### config.mk
export PLATFORM = sky130hd
export DESIGN_NAME = pc_gen
export DESIGN_NICKNAME = d
export VERILOG_FILES = /design/src/rtl/pc_gen_pkg.sv /design/src/rtl/pc_redirect_buf.sv /design/src/rtl/pc_gen.sv
export SDC_FILE = /design/constraint.sdc
export NUM_CORES = 1
export LEC_CHECK = 0
export ABC_AREA = 0
export ABC_CLOCK_PERIOD_IN_PS = 5500
export CAP_MARGIN = 20
export CORE_MARGIN = 1.5
export CORE_UTILIZATION = 51
export CTS_CLUSTER_DIAMETER = 80
export DETAILED_ROUTE_END_ITERATION = 8
export PLACE_DENSITY = 0.86
export SYNTH_ARGS = -nofsm -noshare
export SYNTH_HDL_FRONTEND = slang
export SYNTH_SLANG_ARGS = --single-unit
### constraint.sdc
create_clock -name clk -period 5.5 [get_ports clk]
set_clock_uncertainty 0.05 [all_clocks]
set_input_delay 1.1 -clock clk [delete_from_list [all_inputs] [get_ports clk]]
set_output_delay 1.1 -clock clk [all_outputs]
set_load 0.01 [all_outputs]
### src/rtl/pc_gen_pkg.sv
// Shared definitions for the IF1 next-PC generator: reset PC, redirect
// source encoding, fetch FSM states and the slot-mask helper.
package pc_gen_pkg;

    localparam logic [31:0] PC_INITIAL = 32'h1c00_0000;

    // Redirect-source priority encoding, larger value wins.
    localparam logic [1:0] SRC_EXCP = 2'd2;
    localparam logic [1:0] SRC_BRU  = 2'd1;
    localparam logic [1:0] SRC_PD   = 2'd0;

    typedef enum logic [1:0] {
        BOOT      = 2'd0,
        RUN       = 2'd1,
        HALT_ADEF = 2'd2
    } fetch_state_e;

    // Thermometer mask over up to 8 slots: bit i set iff i >= start.
    function automatic logic [7:0] slot_mask(input logic [2:0] start);
        logic [7:0] m;
        m = '0;
        for (int i = 0; i < 8; i++) begin
            m[i] = (3'(i) >= start);
        end
        return m;
    endfunction

endpackage

### src/rtl/pc_redirect_buf.sv
// Holds a predecode redirect that arrived while the fetch handshake was
// blocked, until the next fire consumes it or a backend redirect kills it.
module pc_redirect_buf
    import pc_gen_pkg::*;
(
    input  logic        clk,
    input  logic        rst,
    input  logic        set_i,
    input  logic [31:0] set_target_i,
    input  logic        clr_i,
    input  logic        kill_i,
    output logic        pend_valid_o,
    output logic [31:0] pend_target_o
);

    logic        pend_valid_q, pend_valid_d;
    logic [31:0] pend_target_q, pend_target_d;

    // Kill beats set beats clear; a newer set overwrites an older target.
    always_comb begin
        pend_valid_d  = pend_valid_q;
        pend_target_d = pend_target_q;
        if (kill_i) begin
            pend_valid_d = 1'b0;
        end else if (set_i) begin
            pend_valid_d  = 1'b1;
            pend_target_d = set_target_i;
        end else if (clr_i) begin
            pend_valid_d = 1'b0;
        end
    end

    always_ff @(posedge clk or posedge rst) begin
        if (rst) begin
            pend_valid_q  <= 1'b0;
            pend_target_q <= 32'h0;
        end else begin
            pend_valid_q  <= pend_valid_d;
            pend_target_q <= pend_target_d;
        end
    end

    assign pend_valid_o  = pend_valid_q;
    assign pend_target_o = pend_target_q;

endmodule

### src/rtl/pc_gen.sv
// IF1 next-PC generator: fetch FSM, redirect arbitration and the aligned
// fetch-group request toward the icache.
module pc_gen
    import pc_gen_pkg::*;
#(
    parameter logic [31:0] PC_INIT     = pc_gen_pkg::PC_INITIAL,
    parameter int          FETCH_WIDTH = 2
) (
    input  logic                   clk,
    input  logic                   rst,
    input  logic                   stall,
    input  logic                   fetch_ready,
    output logic                   fetch_valid,
    output logic [31:0]            fetch_pc,
    output logic [FETCH_WIDTH-1:0] fetch_mask,
    output logic                   fetch_adef,
    output logic                   fetch_flush,
    input  logic                   excp_redirect,
    input  logic [31:0]            excp_target,
    input  logic                   bru_redirect,
    input  logic [31:0]            bru_target,
    input  logic                   pd_redirect,
    input  logic [31:0]            pd_target,
    output logic [1:0]             dbg_state,
    output logic                   dbg_pend_valid
);

    localparam int GROUP_BYTES = FETCH_WIDTH * 4;
    localparam int SLOT_W      = (FETCH_WIDTH > 1) ? $clog2(FETCH_WIDTH) : 1;

    // Handshake: a request transfers on a cycle with fetch_valid & fetch_ready
    // & ~stall; until then fetch_pc/mask/adef stay stable unless excp/bru hits.
    fetch_state_e state_q, state_d;
    logic [31:0]  fetch_pc_q, fetch_pc_d;
    logic         fetch_flush_q, fetch_flush_d;

    logic         fire;
    logic         hard_redirect;
    logic [1:0]   redir_src;
    logic [31:0]  hard_target;
    logic [31:0]  seq_pc;
    logic [2:0]   slot_idx;
    logic         pend_set, pend_clr, pend_valid;
    logic [31:0]  pend_target;

    assign fetch_valid   = (state_q == RUN);
    assign fetch_pc      = fetch_pc_q;
    assign fetch_flush   = fetch_flush_q;
    assign fetch_adef    = (fetch_pc_q[1:0] != 2'b00);
    assign fire          = fetch_valid & fetch_ready & ~stall;
    assign hard_redirect = excp_redirect | bru_redirect;
    assign seq_pc        = (fetch_pc_q & ~32'(GROUP_BYTES - 1)) + 32'(GROUP_BYTES);
    assign slot_idx      = 3'(fetch_pc_q[SLOT_W+1:2]);

    always_comb begin
        redir_src = SRC_PD;
        if (excp_redirect) begin
            redir_src = SRC_EXCP;
        end else if (bru_redirect) begin
            redir_src = SRC_BRU;
        end
        hard_target = (redir_src == SRC_EXCP) ? excp_target : bru_target;
    end

    generate
        if (FETCH_WIDTH == 1) begin : g_mask_one
            assign fetch_mask = 1'b1;
        end else begin : g_mask_multi
            // A misaligned PC presents only its own slot.
            assign fetch_mask = fetch_adef ? FETCH_WIDTH'(8'd1 << slot_idx)
                                           : FETCH_WIDTH'(slot_mask(slot_idx));
        end
    endgenerate

    always_comb begin
        state_d       = state_q;
        fetch_pc_d    = fetch_pc_q;
        fetch_flush_d = 1'b0;
        pend_set      = 1'b0;
        pend_clr      = 1'b0;
        if (state_q == BOOT) begin
            state_d = RUN;
        end
        if (hard_redirect) begin
            fetch_pc_d    = hard_target;
            state_d       = RUN;
            fetch_flush_d = 1'b1;
        end else if (fire) begin
            pend_clr = 1'b1;
            if (fetch_adef) begin
                state_d = HALT_ADEF;
            end else if (pd_redirect) begin
                fetch_pc_d = pd_target;
            end else if (pend_valid) begin
                fetch_pc_d = pend_target;
            end else begin
                fetch_pc_d = seq_pc;
            end
        end else if (pd_redirect && state_q != HALT_ADEF) begin
            pend_set = 1'b1;
        end
    end

    always_ff @(posedge clk or posedge rst) begin
        if (rst) begin
            state_q       <= BOOT;
            fetch_pc_q    <= PC_INIT;
            fetch_flush_q <= 1'b0;
        end else begin
            state_q       <= state_d;
            fetch_pc_q    <= fetch_pc_d;
            fetch_flush_q <= fetch_flush_d;
        end
    end

    pc_redirect_buf u_pend (
        .clk          (clk),
        .rst          (rst),
        .set_i        (pend_set),
        .set_target_i (pd_target),
        .clr_i        (pend_clr),
        .kill_i       (hard_redirect),
        .pend_valid_o (pend_valid),
        .pend_target_o(pend_target)
    );

    assign dbg_state      = state_q;
    assign dbg_pend_valid = pend_valid;

endmodule

== Yosys cells after proc, flatten, opt, wreduce, memory -nomap -nowiden ==
Cells that the tools add are included.
Word-level totals
  logic and storage cells: 47
  input bits: 103
  output and inout port bits: 40
  register bits: 68
Operators by class
  eq/ne operators: 4
  mux-type cells: 22
  reduce and logical (&&, ||, !) cells: 7
  $add $sub $neg: 1
  order comparisons: 2
  shift operators: 1
  bitwise logic cells: 5
Operator list (number)
  $mux W32: 6
  $add A32 B4 Y32 const B: 1
  $mux W2: 6
  $mux W1: 10
  $reduce_and A2 Y1: 2
  $reduce_bool A2 Y1: 2
  $reduce_bool A3 Y1: 1
  $and A1 B1 Y1: 2
  $eq A2 B1 Y1 const B: 1
  $eq A2 B2 Y1 const B: 1
  $ge A1 B1 Y1 const A: 2
  $logic_not A2 Y1: 1
  $ne A2 B1 Y1 const B: 1
  $ne A2 B2 Y1 const B: 1
  $not A1 Y1: 2
  $shl A1 B1 Y2 const A: 1
  $logic_and A1 B1 Y1: 1
  $or A1 B1 Y1: 1

== Logic depth before layout (Yosys ltp) ==
Gate-level depths: netlist (run 1).
  word-level depth: 8
  gate-level depth with buffers: 8
  gate-level depth less buffers: 6

== By module ==
A second synthesis (run 1) with hierarchy kept.
Second synthesis, totals
  cell total of the unflattened synthesis: 504
  area, all modules: 4631.9 um^2
Modules (own cells, without submodules)
  pc_gen: instances 1, cells each 430, area each 3229.3 um^2, seq. area each 879.6 um^2
  pc_redirect_buf: instances 1, cells each 74, area each 1402.6 um^2, seq. area each 825.8 um^2

== Worst setup path before layout (run 1) ==
Ideal clock, no wire load.
  kind: input port to flip-flop
  from: input bru_redirect
  to: register fetch_pc_q[25], in the netlist fetch_pc[25]
  setup time: 120 ps
  data arrival time: 2331 ps
  required time: 5330 ps
  stages on the path: 7
  slack: 2999 ps
  buffers on the path: 3
  path through: clkbuf_1 clkbuf_1 clkbuf_1 a21oi_1 a21oi_1 a31oi_1 a31o_2
Between the ends
  word-level cells in the longest chain between the ends: 5
  elaborated cells between the ends (all ways): 9
  those cells by class: eq/ne: 2; mux: 4; bitwise: 1; reduce/logical: 2
Ends and longest elaborated chain
  start: declaration: line pc_gen.sv:20  | input logic bru_redirect,
  $mux W1: line pc_gen.sv:59  | end else if (bru_redirect) begin
  $mux W2: line pc_gen.sv:57  | if (excp_redirect) begin
  $eq A2 B2 Y1: line pc_gen.sv:62  | hard_target = (redir_src == SRC_EXCP) ? excp_target : bru_target;
  $mux W32: line pc_gen.sv:62
  $mux W32: line pc_gen.sv:84  | if (hard_redirect) begin
  end signal: assignment: line pc_gen.sv:111  | fetch_pc_q <= fetch_pc_d;
  end: declaration: line pc_gen.sv:34  | logic [31:0] fetch_pc_q, fetch_pc_d;
Several ways; a longest one is shown, not always the timed one.
A chain may end at the register's enable or synchronous reset.

== Worst setup path in the final report (run 1) ==
  from: input fetch_ready
  to: register fetch_pc_q[21], in the netlist fetch_pc[21]
Between the ends
  word-level cells in the longest chain between the ends: 4
Ends and longest elaborated chain
  start: declaration: line pc_gen.sv:12  | input logic fetch_ready,
  $and A1 B1 Y1 (2 in series): line pc_gen.sv:50  | assign fire = fetch_valid & fetch_ready & ~stall;
  $reduce_bool A2 Y1 (no source line)
  $reduce_and A2 Y1 (no source line)
No other way between the ends.

==> results.md, run 1 <==
- Run status: finished, final reports clean
- Pwr Total: ~0.0015 W
- Critical path buffers and inverters: 1
- Pwr per Cell Area: between 200 and 250 nW/um^2
- RSZ-0062 raised after global routing: false
- Final setup fails: 0
- Setup TNS: 0 ns
- Die W: 98.0 um
- Worst EP required: 5.70 ns
- Max stage delay on crit path: 0.87 ns
- Crit path DAT: between 3 and 4 ns
- First-pass GRT wire length: 25.2 mm
- Mean Syn Cell Area: 8.40 sq um
- Layout Nets: 780
- Place WS: 1.61 ns
- Clock-pin slew on the worst setup and hold paths: 0.08 ns
- CP Cell Sequence: clkdlybuf4s50_1 -> and4bb_2 -> nand2_1 -> nand2_1 -> o21ai_0 -> a211o_1
- FP Rows: 34
- Die area: 9600 sq um
- CP top delay family: simple AND/OR/NAND/NOR gates
- Final core utilization: 0.716
- Largest net degree at the start of global routing: 69
- Main synth FF type: dfrtp_1
- CP Launch Type: input port
- Final HPWL from detailed placement: 10.9 mm
- Slowest-stage cell, CP: nand2_1
- ANT cells: 0
- Synth-to-layout area growth: 35.7%
- Share of cells above drive strength 1: 0.103
- Most frequent cells in the layout: clkdlybuf4s50_1 (140), dfrtp_1 (65), nand2_1 (61), a21oi_1 (61), o21ai_0 (41)
- #FFs+latches synth: 68
- Clock latency on the worst-skew pair: 0.36 ns
- Initial Utilization: 0.528
- Starting DRT DRC Count: approximately 470
- Hold/Removal Path Class: reg -> reg
- GPL Wtd Cong: 0.941
- Core Box Area: between 8000 and 9000 sq um
- Ports: 143
- Setup Buffers After CTS: 0
- Maxcap violations: 0
- Antenna Nets Post-Route: 0
- CTS Buf Count: 9
- Max VDD drop: 0.158 mV
- Final WL: between 15 and 20 mm
- Worst setup path class: in -> reg
- Achievable clock frequency: roughly 280 MHz
- Most common cell on crit path: nand2_1
- Tmin final: 3.62 ns
- Synth cell types: 72
- GRT overflow: 0
- Final worst setup slack: 1.88 ns
- Final worst-path cycle share: 0.659
- Mapped Cells: 548
- Worst Hold Margin: 0.438 ns
- Headroom to the max-slew limit: 0.294
- Vias: 5066
- Syn Nets: 652
- CTS max path bufs: 2
- Fin. max-slew vios: 0
- Drt wl/cell: 19.8 um
- Clock root cell: clkbuf_8
- Cts repair resizes: 0
- Register area share after synthesis: 0.370
- Worst setup EP type: flip-flop
- GRT Util Overall: 0.327
- Synth warn: 0
- TritonRoute pass-1 iters: 6
- Leakage: 2.53 nW
- Htree depth: 3
- Antenna violations before repair: 0
- CTS Sinks: slightly below 70
- Die Ht: 98.0 um
- Final hold vios: 0
- Setup slack, reg-to-reg: 2.62 ns
- TritonCTS clock tree: yes
- Number of synthesized flops with an enable pin: 0
- Number of vias per cell: 6.42
- Synth Cell Area: 4600 sq um
- Cts-stage hold buffer count: 0
- Synth async-reset ratio: 1.00
- Drt drc: 0
- Port Buf Inserts: 142
- Vias in the first global route: 5081
- Most common cell after layout, fill and taps aside: clkdlybuf4s50_1
- Worst-margin pin slew: between 1 and 1.5 ns
- Crit path max fanout: 25
-- sequential cells by signal, indices dropped and copies added (netlist names) --
| name | flops |
|---|---|
| dbg_state | 2 |
| u_pend.pend_target_o | 32 |
| fetch_flush | 1 |
| u_pend.pend_valid_o | 1 |
| fetch_pc | 32 |
-- where the power goes --
group	total, W	switching (W)	internal [W]
combinational	0.000428	0.000197	0.000230
sequential	0.000665	0.0000817	0.000583
clock	0.000414	0.000207	0.000207
total	0.00151	0.000486	0.00102
-- cells in the mapped netlist, types with 3 or more instances --
cell      count  share of area
nor3_1       17          0.018
dfrtp_1      65           0.35
a211oi_1      4         0.0065
inv_1        26          0.021
nand2_1      61          0.050
nor2b_1       9          0.012
a31oi_1       8          0.011
a22oi_1       7          0.011
o21ai_0      41          0.045
o31ai_1       7          0.011
nand3_1      12          0.013
nand3b_1      8          0.013
nor2_1       32          0.026
mux2_2       27          0.066
xor2_1        4         0.0076
o211ai_1      5         0.0082
o221ai_1      5         0.0095
a31o_2        3         0.0057
buf_2         3         0.0033
and3_1       11          0.015
a221oi_1      6          0.011
o22ai_1       5         0.0068
nand4_1       9          0.012
buf_1         7         0.0057
or3_1         3         0.0041
nand2b_1      6         0.0082
a22o_1        4         0.0076
o21a_1        4         0.0065
and4_1        4         0.0076
a21oi_1      61          0.066
mux2i_1       9          0.020
dfstp_2       3          0.017
nor4_1        6         0.0082
clkbuf_1     21          0.017
-- layout make-up --
type	count	area, sq um
inverters	27	101
well taps	108	135
flip-flops and latches	68	1710
multi-input cells	418	2630
clock inverters	7	67.6
repair buffers	152	1490
clock buffers	9	124
fillers	660	2470
-- logic make-up (layout without fill, tap and decap cells) --
family          count (synthesis)  after routing  synth area share
mux                            36             36            0.0856
simple gates                  196            196             0.227
buf+inv                        62            195            0.0590
compound gates                180            180             0.246
flops                          68             68             0.370
fa+ha+maj                       1              1           0.00272
xor+xnor                        5              5           0.00951
-- path summary, 6_finish.rpt --
kind,cells past startpoint,startpoint,to
worst max-delay path,6,fetch_ready,fetch_pc[21]$_DFFE_PP0P_
worst min-delay path,2,u_pend.pend_target_o[25]$_DFFE_PP0P_,u_pend.pend_target_o[25]$_DFFE_PP0P_
worst max register to register,5,fetch_pc[1]$_DFFE_PP0P_,fetch_pc[21]$_DFFE_PP0P_
worst min register to register,2,u_pend.pend_target_o[25]$_DFFE_PP0P_,u_pend.pend_target_o[25]$_DFFE_PP0P_
max in group asynchronous,3,rst,fetch_pc[27]$_DFFE_PP1P_
min in group asynchronous,2,rst,u_pend.pend_target_o[25]$_DFFE_PP0P_
-- layer usage --
layer | global-route usage | share of wire | vias to the layer above | routed length, um
li1 | - | - | 2284 | -
met1 | 0.414 | 0.39 | 2375 | 6090
met2 | 0.524 | 0.47 | 338 | 7360
met3 | 0.0680 | 0.096 | 69 | 1500
met4 | 0.181 | 0.046 | 0 | 714
met5 | 0 | 0 | - | 0
-- worst register-to-register path: cells and delay by family (launching register included) --
family / cells / cell delay (ns)
and+or+nand+nor: 3 / 1.77
AOI/OAI and AO/OA: 2 / 0.54
DFF: 1 / 0.43
-- per-stage QoR --
step | std cells | instance area, sq um
floorplan | 548 | 4600
global placement | 773 | 6050
detailed placement | 773 | 6050
CTS | 789 | 6250
global route | 789 | 6250
finish | 789 | 6250
(Power assumes the default switching activity.)
==> inputs of run 2 (changes only) <==
ABC_CLOCK_PERIOD_IN_PS = 3250   (was 5500)
CORE_UTILIZATION = 43   (was 51)
PLACE_DENSITY = 0.78   (was 0.86)
clock period = 3.25 ns   (was 5.5 ns; I/O delays follow)
==> results.md, run 2 (synthesis gave the netlist of run 1 again) <==
- Run status: finished, final reports clean (unchanged)
- Final HPWL from detailed placement: 11.5 mm (was 10.9 mm)
- Synth-to-layout area growth: 38.3% (was 35.7%)
- ANT cells: 0 (unchanged)
- Slowest-stage cell, CP: clkdlybuf4s50_1 (was nand2_1)
- RSZ-0062 raised after global routing: false (unchanged)
- Fin. max-slew vios: 0 (unchanged)
- Ports: 143 (unchanged)
- Worst EP required: 2.55 ns (was 5.70 ns)
- Max stage delay on crit path: 0.53 ns (was 0.87 ns)
- Vias in the first global route: 5004 (was 5081)
- Core Box Area: 10400 sq um (was 8720 sq um)
- CTS max path bufs: 2 (unchanged)
- Internal power: 0.00170 W (was 0.00102 W)
- Crit path DAT: 1.90 ns (was 3.82 ns)
- Die area: 11300 sq um (was 9600 sq um)
- CTS Sinks: 68 (unchanged)
- Port Buf Inserts: 142 (unchanged)
- CTS Buf Count: 9 (unchanged)
- Vias: 5062 (was 5066)
- Die Ht: 106 um (was 98.0 um)
- Fillers: 923 (was 660)
- Htree depth: 3 (unchanged)
- Final hold vios: 0 (unchanged)
- Max VDD drop: 0.202 mV (was 0.158 mV)
- Critical path buffers and inverters: 2 (was 1)
- Layout Nets: 794 (was 780)
- Final setup fails: 0 (unchanged)
- Cts-stage hold buffer count: 0 (unchanged)
- Psw: 0.000791 W (was 0.000486 W)
- Crit path max fanout: 5 (was 25)
- Initial Utilization: 0.444 (was 0.528)
- Worst setup EP type: output pin (was flip-flop)
- CP Cell Sequence: nor2_1 -> inv_1 -> nand2_1 -> clkdlybuf4s50_1 (was clkdlybuf4s50_1 -> and4bb_2 -> nand2_1 -> nand2_1 -> o21ai_0 -> a211o_1)
- Fraction of power spent switching nets: 0.317 (was 0.323)
- Place WS: 0.592 ns (was 1.61 ns)
- GRT Util Overall: 0.283 (was 0.327)
- FP Rows: 37 (was 34)
- Largest net degree at the start of global routing: 38 (was 69)
- Maxcap violations: 0 (unchanged)
- Antenna Nets Post-Route: 0 (unchanged)
- CP Launch Type: flip-flop (was input port)
- Clock root cell: clkbuf_8 (unchanged)
- Most common cell after layout, fill and taps aside: clkdlybuf4s50_1 (unchanged)
- Share of cells above drive strength 1: 0.117 (was 0.103)
- Antenna violations before repair: 0 (unchanged)
- Starting DRT DRC Count: 494 (was 474)
- Gate power share: 0.291 (was 0.284)
- Drt wl/cell: 19.1 um (was 19.8 um)
- GPL Wtd Cong: 0.902 (was 0.941)
- Clock-pin slew on the worst setup and hold paths: 0.07 ns (was 0.08 ns)
- Clock latency on the worst-skew pair: 0.35 ns (was 0.36 ns)
- Tmin final: 2.60 ns
- GRT overflow: 0 (unchanged)
- Drt drc: 0 (unchanged)
- Pwr per Cell Area: 392 nW/um^2 (was 241 nW/um^2)
- Worst-margin pin slew: 1.04 ns (was 1.05 ns)
- Final worst-path cycle share: 0.801
- Hold/Removal Path Class: reg -> reg (unchanged)
- Final WL: 15.8 mm (was 15.7 mm)
- TritonRoute pass-1 iters: 5 (was 6)
- Worst setup path class: reg -> out (was in -> reg)
- Cts repair resizes: 0 (unchanged)
- Most frequent cells in the layout: clkdlybuf4s50_1 (140), dfrtp_1 (65), nand2_1 (61), a21oi_1 (61), o21ai_0 (41) (unchanged)
- Clock power share: 0.257 (was 0.275)
- Setup TNS: 0 ns (unchanged)
- CP top delay family: buffers and inverters (was simple AND/OR/NAND/NOR gates)
- Number of vias per cell: 6.09 (was 6.42)
- Headroom to the max-slew limit: 0.304 (was 0.294)
- Leakage: 2.60 nW (was 2.53 nW)
- Setup Buffers After CTS: 0 (unchanged)
- TritonCTS clock tree: yes (unchanged)
- Sequential power share: 0.452 (was 0.441)
- Achievable clock frequency: 384 MHz
- Die W: 106 um (was 98.0 um)
- First-pass GRT wire length: 25.1 mm (was 25.2 mm)
- Final worst setup slack: 0.648 ns (was 1.88 ns)
[run 2: final timing paths]
path	startpoint	end	slack, ns	cells past startpoint
max	fetch_pc[0]$_DFFE_PP0P_	fetch_mask[1]	0.65	4
min	u_pend.pend_target_o[19]$_DFFE_PP0P_	u_pend.pend_target_o[19]$_DFFE_PP0P_	0.44	2
max reg2reg	fetch_pc[3]$_DFFE_PP0P_	fetch_pc[27]$_DFFE_PP1P_	0.93	6
min reg2reg	u_pend.pend_target_o[19]$_DFFE_PP0P_	u_pend.pend_target_o[19]$_DFFE_PP0P_	0.44	2
max in group asynchronous	rst	fetch_pc[27]$_DFFE_PP1P_	1.76	3
min in group asynchronous	rst	fetch_pc[1]$_DFFE_PP0P_	0.62	2
[run 2: layer usage]
| layer | vias up | share of wire | track usage |
|---|---|---|---|
| met5 | - | 0 | 0 |
| met4 | 0 | 0.022 | 0.110 |
| met1 | 2418 | 0.41 | 0.373 |
| met3 | 32 | 0.092 | 0.0582 |
| met2 | 302 | 0.47 | 0.454 |
| li1 | 2310 | - | - |
[run 2: through the flow]
step                      utilization  hold WS [ns]  instances  power (W)  cell area (sq um)
after floorplan                     -         0.395        548    0.00147               4600
after global placement          0.597         0.415        815    0.00183               6190
after detailed placement        0.597         0.430        815    0.00186               6190
after CTS                       0.614         0.448        831    0.00249               6370
after global routing            0.614         0.459        831    0.00261               6370
final                           0.614         0.443        831    0.00249               6370
[run 2: worst min-delay path: stages, from the launching register on]
cell	delay [ns]
dfrtp_1	0.35
nand2_1	0.05
o21ai_0	0.06
[run 2: power groups by stage]
stage               Clock (W)  Sequential (W)  Combinational (W)
finish               0.000641         0.00113           0.000726
global route         0.000680         0.00114           0.000788
CTS                  0.000646         0.00112           0.000725
detailed placement          0         0.00114           0.000721
global placement            0         0.00113           0.000706
floorplan                   0         0.00112           0.000355
[run 2: area by class of cell]
| type | count | area [sq um] | share of cell area |
|---|---|---|---|
| Timing Repair Buffer | 166 | 1590 | 0.250 |
| Clock buffer | 14 | 163 | 0.0255 |
| Clock inverter | 2 | 10.0 | 0.00157 |
| Inverter | 27 | 101 | 0.0159 |
| Sequential cell | 68 | 1710 | 0.268 |
| Tap cell | 136 | 170 | 0.0267 |
| Multi-Input combinational cell | 418 | 2630 | 0.412 |
